## src/rtl/sw_pkg.sv

```systemverilog
// sw_pkg: shared encodings for the stopwatch/clock button controller.
package sw_pkg;
   typedef enum logic [1:0] {
      FIELD_NONE = 2'b00,
      FIELD_SEC  = 2'b01,
      FIELD_MIN  = 2'b10,
      FIELD_HOUR = 2'b11
   } field_t;

   typedef enum logic {
      MODE_SW  = 1'b0,
      MODE_CLK = 1'b1
   } mode_t;

   typedef enum logic {
      SW_STOP = 1'b0,
      SW_RUN  = 1'b1
   } sw_state_t;

   function automatic field_t next_field(input field_t f);
      return field_t'(f + 2'd1);
   endfunction
endpackage

```

## src/rtl/btn_edge_det.sv

```systemverilog
// btn_edge_det: two-flop sampler with a registered rising-edge event; flops reset
// high so a button already held through reset release yields no event.
module btn_edge_det (
   input  logic clk,
   input  logic rst,
   input  logic i_lvl,
   output logic o_evt
);
   logic r_d1, r_d2, r_evt;

   always_ff @(posedge clk or posedge rst) begin
      if (rst) begin
         r_d1  <= 1'b1;
         r_d2  <= 1'b1;
         r_evt <= 1'b0;
      end else begin
         r_d1  <= i_lvl;
         r_d2  <= r_d1;
         r_evt <= r_d1 & ~r_d2;
      end
   end

   assign o_evt = r_evt;
endmodule

```

## src/rtl/sw_btn_ctrl.sv

```systemverilog
// sw_btn_ctrl: turns debounced button pulses into stopwatch run/clear, display mode
// and clock-edit commands, with an idle timeout that drops out of field editing.
module sw_btn_ctrl
   import sw_pkg::*;
#(
   parameter int unsigned EDIT_TIMEOUT = 500_000_000
) (
   input  logic       clk,
   input  logic       rst,
   input  logic       i_btn_run,
   input  logic       i_btn_clear,
   input  logic       i_btn_mode,
   input  logic       i_btn_sel,
   output logic       o_sw_run,
   output logic       o_sw_clear,
   output logic       o_mode,
   output logic [1:0] o_edit_field,
   output logic       o_inc,
   output logic       o_dec
);
   localparam int CW = $clog2(EDIT_TIMEOUT);

   logic [3:0]    w_lvl, w_evt;
   sw_state_t     r_state, w_state_n;
   mode_t         r_mode, w_mode_n;
   field_t        r_field, w_field_n;
   logic [CW-1:0] r_cnt, w_cnt_n;
   logic          r_clear, r_inc, r_dec, w_clear_n, w_inc_n, w_dec_n;

   assign w_lvl = {i_btn_sel, i_btn_mode, i_btn_clear, i_btn_run};

   for (genvar i = 0; i < 4; i++) begin : g_det
      btn_edge_det u_det (.clk(clk), .rst(rst), .i_lvl(w_lvl[i]), .o_evt(w_evt[i]));
   end

   // Priority clear > run > mode > sel; lower-priority events in the same cycle are dropped.
   always_comb begin
      w_state_n = r_state;
      w_mode_n  = r_mode;
      w_field_n = r_field;
      w_cnt_n   = r_cnt + 1'b1;
      w_clear_n = 1'b0;
      w_inc_n   = 1'b0;
      w_dec_n   = 1'b0;
      if (w_evt[1]) begin
         if (r_mode == MODE_CLK) w_dec_n = (r_field != FIELD_NONE);
         else w_clear_n = (r_state == SW_STOP);
      end else if (w_evt[0]) begin
         if (r_mode == MODE_CLK) w_inc_n = (r_field != FIELD_NONE);
         else w_state_n = (r_state == SW_STOP) ? SW_RUN : SW_STOP;
      end else if (w_evt[2]) begin
         w_mode_n = (r_mode == MODE_SW) ? MODE_CLK : MODE_SW;
         if (r_mode == MODE_CLK) w_field_n = FIELD_NONE;
      end else if (w_evt[3] && r_mode == MODE_CLK) begin
         w_field_n = next_field(r_field);
      end
      if (|w_evt || r_field == FIELD_NONE) begin
         w_cnt_n = '0;
      end else if (r_cnt == CW'(EDIT_TIMEOUT - 1)) begin
         w_cnt_n   = '0;
         w_field_n = FIELD_NONE;
      end
   end

   always_ff @(posedge clk or posedge rst) begin
      if (rst) begin
         r_state <= SW_STOP;
         r_mode  <= MODE_SW;
         r_field <= FIELD_NONE;
         r_cnt   <= '0;
         r_clear <= 1'b0;
         r_inc   <= 1'b0;
         r_dec   <= 1'b0;
      end else begin
         r_state <= w_state_n;
         r_mode  <= w_mode_n;
         r_field <= w_field_n;
         r_cnt   <= w_cnt_n;
         r_clear <= w_clear_n;
         r_inc   <= w_inc_n;
         r_dec   <= w_dec_n;
      end
   end

   assign o_sw_run     = (r_state == SW_RUN);
   assign o_sw_clear   = r_clear;
   assign o_mode       = r_mode;
   assign o_edit_field = r_field;
   assign o_inc        = r_inc;
   assign o_dec        = r_dec;
endmodule
```

## config.mk

```make
export PLATFORM = sky130hd
export DESIGN_NAME = sw_btn_ctrl
export DESIGN_NICKNAME = d
export VERILOG_FILES = /design/src/rtl/sw_pkg.sv /design/src/rtl/btn_edge_det.sv /design/src/rtl/sw_btn_ctrl.sv
export SDC_FILE = /design/constraint.sdc
export NUM_CORES = 1
export LEC_CHECK = 0
export ABC_CLOCK_PERIOD_IN_PS = 3540
export BUFFER_PORTS_ARGS = -buffer_cell sky130_fd_sc_hd__buf_2
export CORE_MARGIN = 10
export CORE_UTILIZATION = 60
export DETAILED_ROUTE_END_ITERATION = 7
export GPL_TIMING_DRIVEN = 0
export PLACE_DENSITY = 0.78
export SLEW_MARGIN = 20
export SYNTH_ARGS = -nofsm -noshare
export SYNTH_HDL_FRONTEND = slang
export SYNTH_SLANG_ARGS = --single-unit
export TNS_END_PERCENT = 10
```

## constraint.sdc

```tcl
create_clock -name clk -period 3.54 [get_ports clk]
set_input_delay 0.708 -clock clk [delete_from_list [all_inputs] [get_ports clk]]
set_output_delay 0.708 -clock clk [all_outputs]
set_load 0.005 [all_outputs]
```

Word-level counts from Yosys, hierarchy flattened
Cells that the tools add are included.
Widths: inputs -> output; s select.
- add/sub/neg operators: 2
- eq/ne operators: 1
- multiplexer cells: 17
- bitwise operators: 12
- reductions and logical operators: 7
- operator list (operator ; number):
    $mux 29 ; 2
    $add 29x1->29 const B ; 1
    $eq 29x29->1 const B ; 1
    $mux 2 ; 7
    $mux 1 ; 8
    $not 1->1 ; 8
    $reduce_and 3->1 ; 2
    $and 1x1->1 ; 4
    $reduce_or 4->1 ; 1
    $add 2x1->2 const B ; 1
    $logic_not 2->1 ; 1
    $reduce_bool 2->1 ; 1
    $logic_and 1x1->1 ; 1
    $logic_or 1x1->1 ; 1
- register bits: 48
- input bits: 6
- output and inout bits: 7
- logic and storage cells: 58

Logic depth before layout (Yosys ltp)
Gate-level depths: netlist of run 1.
- word-level depth: 7
- depth in mapped cells: 7
- gate-level depth less buffers: 6

Modules after synthesis
Synthesis of run 1 repeated with hierarchy kept, for this count alone.
- cell total of the unflattened synthesis: 212
- area total of the unflattened synthesis: 2298.5 um^2
- modules (own cells, without submodules) (module ; times used ; cells each ; area an instance (um^2) ; seq. area each (um^2)):
    sw_btn_ctrl ; 1 ; 192 ; 1918.1 ; 900.9
    btn_edge_det ; 4 ; 5 ; 95.1 ; 77.6

Worst setup path before layout of run 1
No wires, ideal clock.
- kind: reg-to-reg
- start: register r_cnt[9]
- end: register r_cnt[3]
- setup time: 0.122 ns
- arrival time: 1.492 ns
- required time: 3.418 ns
- path slack: 1.926 ns
- stages on the path, launching flop included: 6
- buffers on the path: 1
- period minus slack after synthesis: 1.614 ns
- cell sequence: dfrtp_1 nor4b_1 nand4_1 o31ai_1 buf_2 nor2_1
- cells in the longest elaborated chain, start to end: 3
- ends and longest elaborated chain (what ; line ; RTL):
    start, declared ; sw_btn_ctrl.sv:27 ; logic [CW-1:0] r_cnt, w_cnt_n;
    start signal, assigned ; sw_btn_ctrl.sv:78 ; r_cnt <= w_cnt_n;
    $eq 29x29->1 ; sw_btn_ctrl.sv:59 ; end else if (r_cnt == CW'(EDIT_TIMEOUT - 1)) begin
    $mux 29 ; sw_btn_ctrl.sv:59 ;
    $mux 29 ; sw_btn_ctrl.sv:57 ; if (|w_evt || r_field == FIELD_NONE) begin
    via w_cnt_n[3] ; sw_btn_ctrl.sv:27 ;
The timed path passes the listed nets, and every way through them passes these cells.
A chain may end at the register's enable or synchronous reset.

Final worst setup path of run 1
- start: register r_cnt[9]
- end: register r_cnt[27]
- cells in the longest elaborated chain, start to end: 3
- elaborated cells on any way between the ends: 4
- those cells by class: add/sub (1); eq/ne (1); mux (2)
- ends and longest elaborated chain (what ; line):
    $add 29x1->29 / $eq 29x29->1 (equally long branches) ; sw_btn_ctrl.sv:41, sw_btn_ctrl.sv:59
    $mux 29 * ; sw_btn_ctrl.sv:59
    $mux 29 * ; sw_btn_ctrl.sv:57
    via w_cnt_n[27] ; sw_btn_ctrl.sv:27
The timed path passes the listed nets; every way through them passes the cells marked *.

==> results.cfg, run 1 <==
[logic_synthesis]
synth_edf_count = 0
synth_xor_area_share_pct = 4.22
synth_compound_area_share_pct = 12.2
synthMuxAreaShare_pct = 0
synthCells = 214
netlist.area_leader.share_pct = 43.8
yosys-top-cells-area = dfrtp_1 44%, dfstp_2 9.2%, o31ai_1 3.6%
yosys.area_share.simple_pct = 25.7
synthArstFlopShare_pct = 100
seq_area_frac_synth_pct = 53.0
synthAdderAreaFrac_pct = 1.10
synthMostInstantiatedCell = dfrtp_1
synth_area_um2 = 2280
syn-num-nets = 222
synth_seq_cells = 48
yosys_most_used_dff = dfrtp_1
synth_area_per_cell_um2 = 10.7
synth_top_cell_by_area = dfrtp_1
yosys.cell_types.count = 45
ys_warn_count = 0
synthTopCellsByCount = 40 x dfrtp_1, 15 x nand2_1, 14 x a21oi_1, 12 x nor2_1, 11 x o31ai_1
synth_top_family_by_area = simple AND/OR/NAND/NOR gates

[worst_hold_path]
hp-start = g_det[3].u_det.r_d1$_DFF_PP1_
hold_path_depth = 0
min_path_type = flop to flop
hold_end = g_det[3].u_det.r_d2$_DFF_PP1_

[clocking]
post-cts-setup-buffers = 0
h-tree-depth = 2
insertion_delay_ns = 0.31
cts.path.max_buffers = 2
cts_tree = yes
cts_buffers = 5
cts.repair.resized = 0
root_buffer = clkbuf_8
hold_buffers = 0
cts.sinks = 48
clk_pin_slew_ns = 0.09

[route]
wl_per_cell_um = 16.8
ant_nets = 0
viasPerCell = 6.31
drcViolationCount = 0
routed_wl_mm = 4.75
dr.pass1.iters = 4
vias = 1786
drt-initial-drc-count = 204

[finish]
drive_gt1_share_pct = 19.6
syn2layout_area_growth_pct = 11.6
fin_util_pct = 69.6
regArea_um2 = 1210
antenna_cells = 0
fin_area_um2 = 2550
fillers = 276
fin_nets = 242
multi_input_area_um2 = 986

[setup_path]
rr_worst_depth = 5
crit_arrival_ns = 2.12
end_kind = flop
worst_setup_path_start_kind = flop
crit_fanout = 10
reg2reg_to = r_cnt[27]$_DFF_PP0_
worstPathRequired_ns = 3.72
r2r_setup_slack_ns = 1.60
r2r-start = r_cnt[9]$_DFF_PP0_
critical_path_class = flop to flop

[timing]
finalMaxSlewViolations = 0
clock.fmax_ghz = 0.516
hold_viol = 0
timing.final.crit_share_pct = 54.8
fin_worst_skew_ns = 0.0135
rsz0062_at_grt = false
final.min_clock_period_ns = 1.94
finalSetupViolCount = 0
fin_setup_tns_ns = 0
slew_headroom_pct = 68.1
worstMarginPinSlew_ns = 0.478

[floorplanning]
dieArea_um2 = 6680
core_area_um2 = 3660
start_util_pct = 62.4
fp.dieH_um = 81.7
die_w_um = 81.7
fp-row-count = 22
pin_count = 13

[outcome]
status = finished clean

[global_route]
grtUsageTotal_pct = 16.2
antenna_found_initial = 0
grt_pass1_vias = 1764
grt_first_pass_wirelength_mm = 8.31
overflow = 0
grt_max_degree = 28

[place]
place_hpwl_mm = 3.45
placement.cell_area_um2 = 2430
portBuffers = 12
gp_congestion = 0.894

[power]
peakVddDrop_uv = 277
powerDensity_nw_per_um2 = 467
leakagePower_nw = 1.01

[flow_run]
drv_cap = 0
## flip-flops by register name (all words and copies together), names as in the netlist, 2 cells and up
signal / cells
g_det.u_det.o_evt: 4
g_det.u_det.r_d1: 4
g_det.u_det.r_d2: 4
o_edit_field: 2
r_cnt: 29
## critical path: stages, from the launching register on
cell     delay, ns
dfrtp_1       0.45
nor4b_1       0.33
nand4_1       0.32
o31ai_1       0.36
buf_2         0.28
a21oi_1       0.07
## cell type report
class / instances / share of cell area, %
Inverter: 8 / 1.18
Multi-Input combinational cell: 149 / 38.7
Buffer: 9 / 2.26
Clock inverter: 3 / 1.87
Tap cell: 48 / 2.36
Clock buffer: 5 / 2.70
Sequential cell: 48 / 47.5
Timing Repair Buffer: 13 / 3.44
## worst max path at each step
stage	startpoint	endpoint	slack, ns	cells past startpoint
6_report	r_cnt[9]$_DFF_PP0_	r_cnt[27]$_DFF_PP0_	1.60	5
5_1_grt	r_cnt[9]$_DFF_PP0_	r_cnt[5]$_DFF_PP0_	1.38	5
4_1_cts	r_cnt[9]$_DFF_PP0_	r_cnt[11]$_DFF_PP0_	1.63	5
3_5_place_dp	r_cnt[9]$_DFF_PP0_	r_cnt[11]$_DFF_PP0_	1.67	5
3_3_place_gp	rst	r_cnt[13]$_DFF_PP0_	1.25	2
2_1_floorplan	rst	g_det[0].u_det.o_evt$_DFF_PP0_	1.70	1
## power breakdown
part / internal [W] / total [W] / switching, W / leakage (nW)
Clock: 0.000213 / 0.000402 / 0.000190 / 0.0583
Combinational: 0.0000694 / 0.000173 / 0.000103 / 0.325
Sequential: 0.000589 / 0.000614 / 0.0000250 / 0.630
## per-stage QoR
stage / total power, W / setup WS [ns] / hold slack [ns] / instances
2_1_floorplan: 0.000727 / 1.70 / 0.351 / 214
3_3_place_gp: 0.000778 / 1.25 / 0.353 / 274
3_5_place_dp: 0.000800 / 1.67 / 0.359 / 275
5_1_grt: 0.00125 / 1.38 / 0.376 / 283
6_report: 0.00119 / 1.60 / 0.369 / 283
4_1_cts: 0.00120 / 1.63 / 0.372 / 283
## kinds of logic (layout without fill, tap and decap cells)
kind of cell,after synthesis,after routing
flip-flops,48,48
AO/OA/AOI/OAI,43,43
adder cells (fa/ha/maj),2,2
XOR/XNOR,11,11
AND/OR/NAND/NOR,93,93
buffers and inverters,17,38
## cells in the final DEF (no fill, tap or decap), types with 3 or more instances in the layout
| master | instances |
|---|---|
| dfrtp_1 | 40 |
| buf_2 | 16 |
| nand2_1 | 15 |
| a21oi_1 | 14 |
| nor2_1 | 12 |
| o31ai_1 | 11 |
| or4_1 | 9 |
| nand3_1 | 8 |
| dfstp_2 | 8 |
| inv_1 | 7 |
| nand4_1 | 7 |
| xor2_1 | 6 |
| o21ai_0 | 6 |
| and3_1 | 5 |
| xnor2_1 | 5 |
| or3_1 | 5 |
| clkbuf_8 | 5 |
| nor3b_1 | 4 |
| and4_1 | 4 |
| nor2b_1 | 4 |
| nor3_1 | 3 |
| and2_1 | 3 |
## routing by layer
layer / global-route usage, % / up-vias / wire [um]
met5: 0 / - / 0
met4: 7.48 / 0 / 80
met3: 5.35 / 11 / 299
met2: 25.8 / 52 / 2370
met1: 19.6 / 883 / 2000
li1: - / 840 / -
Note: power is estimated with default switching activity, not from simulation.
==> inputs of run 2 (changes only) <==
--- a/config.mk
+++ b/config.mk
@@ -5,7 +5,7 @@
 export SDC_FILE = /design/constraint.sdc
 export NUM_CORES = 1
 export LEC_CHECK = 0
-export ABC_CLOCK_PERIOD_IN_PS = 3540
+export ABC_CLOCK_PERIOD_IN_PS = 1900
 export BUFFER_PORTS_ARGS = -buffer_cell sky130_fd_sc_hd__buf_2
 export CORE_MARGIN = 10
 export CORE_UTILIZATION = 60
==> constraint.sdc (replaced) <==
create_clock -name clk -period 1.9 [get_ports clk]
set_input_delay 0.38 -clock clk [delete_from_list [all_inputs] [get_ports clk]]
set_output_delay 0.38 -clock clk [all_outputs]
set_load 0.005 [all_outputs]
==> run 2 against run 1 <==
  * Fmax is 5.3% higher
  * Sequential power is 86% higher
  * Non-clock buffer count is 2 higher
  * Combinational power is 90% higher
  * Worst setup slack worse by 1.5 ns
  * Register-to-register slack worse by 1.5 ns
  * Clock-buffer cell count stayed put
  * Total power is 87% higher
  * Critical path depth is 1 higher
  * Clock skew hardly changed
  * Critical path type unchanged
==> results.cfg, run 2 (synthesized netlist as in run 1, its figures left out) <==
[outcome]
status = finished clean

[floorplanning]
start_util_pct = 62.4
die_w_um = 81.7
core_area_um2 = 3660
fp.dieH_um = 81.7
pin_count = 13
fp-row-count = 22
dieArea_um2 = 6680

[power]
leakagePower_nw = 1.03
p_total_w = 0.00222
peakVddDrop_uv = 515
powerDensity_nw_per_um2 = 860

[finish]
fin_nets = 244
multi_input_area_um2 = 998
fillers = 272
drive_gt1_share_pct = 21.9
top_register = r_cnt
regArea_um2 = 1210
mostFrequentLayoutCells = 40 x dfrtp_1, 15 x nand2_1, 15 x buf_2, 14 x a21oi_1, 12 x nor2_1
largest_reg_flops = 29
final_common_cell = dfrtp_1
antenna_cells = 0
syn2layout_area_growth_pct = 12.9

[clocking]
h-tree-depth = 2
clk_pin_slew_ns = 0.09
cts_tree = yes
cts_buffers = 5
cts.sinks = 48
insertion_delay_ns = 0.31
hold_buffers = 0
root_buffer = clkbuf_8
cts.path.max_buffers = 2

[route]
ant_nets = 0
dr.max_layer_used = met4
wirelength_met1_mm = 2.00
viasPerCell = 6.48
wl_per_cell_um = 17.2
route.met2.wl_mm = 2.37
wl_met3_um = 430
drt-initial-drc-count = 203
dr.pass1.iters = 5
routed_wl_mm = 4.89
drcViolationCount = 0
vias = 1846

[global_route]
grt_first_pass_wirelength_mm = 8.36
antenna_found_initial = 0
overflow = 0
grt_max_degree = 28
grt_pass1_vias = 1787
grtUsageTotal_pct = 16.3

[setup_path]
crit_path_end = o_edit_field[0]$_DFF_PP0_
slowest_delay_ns = 0.49
crit_start = o_edit_field[0]$_DFF_PP0_
worst_setup_path_start_kind = flop
crit_buf_inv = 1
path_depth = 6
crit_arrival_ns = 2.01
crit_fanout = 9
path_cells = inv_1 > ha_1 > nor3_1 > nand2_1 > nor4_1 > a311oi_1
cpLargestDelayFamily = simple AND/OR/NAND/NOR gates
critical_path_class = flop to flop
r2r_setup_slack_ns = 0.06
critPathSlowestCell = nor4_1
reg2reg_to = o_edit_field[0]$_DFF_PP0_
end_kind = flop
r2r-start = o_edit_field[0]$_DFF_PP0_
rr_worst_depth = 6
worstPathRequired_ns = 2.07

[worst_hold_path]
min_path_type = primary input to async pin

[timing]
hold_viol = 0
fin_worst_skew_ns = 0.0135
fin_setup_tns_ns = 0
timing.final.crit_share_pct = 96.9
final.min_clock_period_ns = 1.84
clock.fmax_ghz = 0.543
slew_headroom_pct = 68.0
rsz0062_at_grt = true
finalMaxSlewViolations = 0
fin_hold_ws_ns = 0.0788
worstMarginPinSlew_ns = 0.480
setup_ws_ns = 0.0585
finalSetupViolCount = 0

[place]
place_hpwl_mm = 3.45
gp_congestion = 0.894
portBuffers = 12
place_ws_ns = 0.0330

[flow_run]
drv_cap = 0
==> run 2: changes by cell type in the layout (fill, tap and decap cells not counted), sizes merged <==
cell / previous run / this run
buf: 20 / 21
clkbuf: 7 / 8
==> run 2: repair_timing <==
item,in CTS,in global routing
pin swaps,1,1
resized for setup,0,6
setup buffers,2,0
setup endpoints to repair,4,26
==> run 2: worst min path at each step <==
| stage | from | end | slack (ns) | cells after the start |
|---|---|---|---|---|
| after floorplan | g_det[0].u_det.r_d1$_DFF_PP1_ | g_det[0].u_det.r_d2$_DFF_PP1_ | 0.35 | 0 |
| after global placement | g_det[1].u_det.r_d1$_DFF_PP1_ | g_det[1].u_det.r_d2$_DFF_PP1_ | 0.35 | 0 |
| after detailed placement | g_det[1].u_det.r_d1$_DFF_PP1_ | g_det[1].u_det.r_d2$_DFF_PP1_ | 0.36 | 0 |
| after CTS | rst | r_cnt[6]$_DFF_PP0_ | 0.1 | 2 |
| after global routing | rst | r_cnt[6]$_DFF_PP0_ | 0.10 | 2 |
| final | rst | r_cnt[23]$_DFF_PP0_ | 0.08 | 2 |
==> run 2: worst register-to-register path, stage by stage (launching register included) <==
cell	delay [ns]
dfrtp_1	0.35
inv_1	0.07
ha_1	0.23
nor3_1	0.18
nand2_1	0.27
nor4_1	0.49
a311oi_1	0.12
==> run 2: layout make-up <==
| type | count | area share [%] |
|---|---|---|
| Multi-Input combinational cell | 149 | 38.7 |
| Clock buffer | 5 | 2.67 |
| Clock inverter | 3 | 1.84 |
| Timing Repair Buffer | 15 | 3.98 |
| Tap cell | 48 | 2.33 |
| Inverter | 8 | 1.16 |
| Buffer | 9 | 2.38 |
| Sequential cell | 48 | 46.9 |
==> run 2: per-stage QoR <==
step | cells | instance area, um^2 | util, %
3_5_place_dp | 275 | 2430 | 66.4
2_1_floorplan | 214 | 2280 | -
3_3_place_gp | 274 | 2400 | 65.7
4_1_cts | 285 | 2560 | 70.0
6_report | 285 | 2580 | 70.5
5_1_grt | 285 | 2580 | 70.5
==> run 2: per-layer routing <==
layer / vias up / GRT usage [%]
li1: 840 / -
met1: 906 / 19.5
met2: 90 / 25.9
met3: 10 / 5.46
met4: 0 / 7.82
met5: - / 0
==> run 2: where the power goes <==
part	switching [W]	leakage, nW	total [W]	internal, W
registers	0.0000454	0.630	0.00114	0.00110
clock network	0.000351	0.0583	0.000747	0.000396
logic	0.000197	0.341	0.000329	0.000131
==> inputs of run 3 (changes only) <==
--- a/config.mk
+++ b/config.mk
@@ -7,8 +7,10 @@
 export LEC_CHECK = 0
 export ABC_CLOCK_PERIOD_IN_PS = 1900
 export BUFFER_PORTS_ARGS = -buffer_cell sky130_fd_sc_hd__buf_2
+export CELL_PAD_IN_SITES_DETAIL_PLACEMENT = 1
+export CELL_PAD_IN_SITES_GLOBAL_PLACEMENT = 1
 export CORE_MARGIN = 10
-export CORE_UTILIZATION = 60
+export CORE_UTILIZATION = 48
 export DETAILED_ROUTE_END_ITERATION = 7
 export GPL_TIMING_DRIVEN = 0
 export PLACE_DENSITY = 0.78
==> run 3 against run 2 <==
  * Total power shrank 3.4%
  * Wire length grew 19%
  * Worst setup slack improved by 0.052 ns
  * Final cell count is 3.2% higher
  * Critical endpoint is now r_cnt[28]$_DFF_PP0_
==> results.cfg, run 3 (synthesized netlist as in run 1, its figures left out) <==
[power]
swShare_pct = 28.6
seqPwrFrac_pct = 53.4
switching_power_w = 0.000613
combPwrFrac_pct = 16.1
p_clk_share_pct = 30.6
peakVddDrop_uv = 487
internal-power_w = 0.00153
powerDensity_nw_per_um2 = 820
p_total_w = 0.00214
leakagePower_nw = 1.03

[timing]
hold_viol = 0
worstMarginPinSlew_ns = 0.572
rsz0062_at_grt = true
slew_headroom_pct = 61.8
fin_worst_skew_ns = 0.0122
setup_ws_ns = 0.110
clock.fmax_ghz = 0.559
finalSetupViolCount = 0
timing.final.crit_share_pct = 94.2
fin_setup_tns_ns = 0
finalMaxSlewViolations = 0
fin_hold_ws_ns = 0.117
final.min_clock_period_ns = 1.79

[place]
place_hpwl_mm = 4.08
placement.cell_area_um2 = 2440
gp_congestion = 0.810
portBuffers = 12
place_ws_ns = -0.0960

[setup_path]
crit_fanout = 5
cpLargestDelayFamily = simple AND/OR/NAND/NOR gates
worstPathRequired_ns = 2.09
r2r_setup_slack_ns = 0.11
slowest_delay_ns = 0.46
crit_arrival_ns = 1.98
end_kind = flop
worst_setup_path_start_kind = flop
critical_path_class = flop to flop
path_cells = nor4b_2 > nand4_1 > buf_4 > a2111oi_0 > nor3_1
crit_buf_inv = 1
critPathSlowestCell = dfrtp_1

[finish]
largest_reg_flops = 29
final_common_cell = dfrtp_1
syn2layout_area_growth_pct = 14.5
top_register = r_cnt
mostFrequentLayoutCells = 39 x dfrtp_1, 14 x nand2_1, 14 x buf_2, 14 x a21oi_1, 12 x nor2_1
drive_gt1_share_pct = 25.0
antenna_cells = 0
fin_nets = 247
fin_area_um2 = 2620

[clocking]
clk_pin_slew_ns = 0.10
cts.sinks = 48
cts.path.max_buffers = 2
insertion_delay_ns = 0.31
hold_buffers = 0
root_buffer = clkbuf_8
cts_buffers = 5
cts_tree = yes
h-tree-depth = 2

[flow_run]
drv_cap = 0

[route]
viasPerCell = 6.16
drt-initial-drc-count = 97
drcViolationCount = 0
routed_wl_mm = 5.81
wl_per_cell_um = 19.8
dr.pass1.iters = 4
vias = 1812
ant_nets = 0

[floorplanning]
start_util_pct = 49.0
core_area_um2 = 4660
dieArea_um2 = 7920
fp.dieH_um = 89.0
pin_count = 13
fp-row-count = 25
die_w_um = 89.0

[global_route]
grt_max_degree = 27
overflow = 0
antenna_found_initial = 0
grtUsageTotal_pct = 15.9
grt_pass1_vias = 1958
grt_first_pass_wirelength_mm = 9.65

[outcome]
status = finished clean

[worst_hold_path]
min_path_type = primary input to async pin
run 3: final timing paths:
path,from,endpoint,cells after the start
max,r_cnt[9]$_DFF_PP0_,r_cnt[28]$_DFF_PP0_,5
min,rst,r_cnt[13]$_DFF_PP0_,2
max reg2reg,r_cnt[9]$_DFF_PP0_,r_cnt[28]$_DFF_PP0_,5
min reg2reg,g_det[1].u_det.r_d1$_DFF_PP1_,g_det[1].u_det.r_d2$_DFF_PP1_,0
max in group asynchronous,rst,r_cnt[8]$_DFF_PP0_,3
min in group clk,i_btn_run,g_det[0].u_det.r_d1$_DFF_PP1_,1
run 3: stage by stage:
stage | util (%) | std cells
after floorplan | - | 214
after global placement | 51.8 | 280
after detailed placement | 52.3 | 281
after CTS | 54.8 | 290
after global routing | 56.1 | 294
final | 56.1 | 294
run 3: timing repair:
item / 4_1_cts / 5_1_grt
setup buffers: 1 / 4
setup endpoints to repair: 22 / 25
resized for setup: 2 / 9
pin swaps: 1 / 2
run 3: power groups by stage:
stage	Clock (W)	Sequential, W	Combinational (W)
after global routing	0.000699	0.00116	0.000389
after global placement	0	0.00115	0.000304
after CTS	0.000654	0.00115	0.000340
final	0.000655	0.00114	0.000344
after floorplan	0	0.00116	0.000193
after detailed placement	0	0.00117	0.000338
run 3: layout make-up:
| type | count | area, um^2 |
|---|---|---|
| fill | 519 | 2050 |
| sequential | 48 | 1210 |
| multi-input combinational | 149 | 1020 |
| timing repair buffer | 18 | 125 |
| clock buffer | 6 | 82.6 |
| tap | 54 | 67.6 |
| buffer | 9 | 63.8 |
| inverter | 8 | 30.0 |
| clock inverter | 2 | 15.0 |
run 3: metal layers:
layer  wire length, um  vias up  track usage (%)  part of all wire [%]
met3               186       12             3.37                   3.2
met2              2950       28             26.5                    51
met5                 0        -                0                     0
met4                89        0             6.36                   1.5
li1                  -      842                -                     -
met1              2580      930             19.6                    44
run 3: worst register-to-register path: stages, from the launching register on:
cell	delay [ns]
dfrtp_1	0.46
nor4b_2	0.30
nand4_1	0.22
buf_4	0.22
a2111oi_0	0.37
nor3_1	0.10
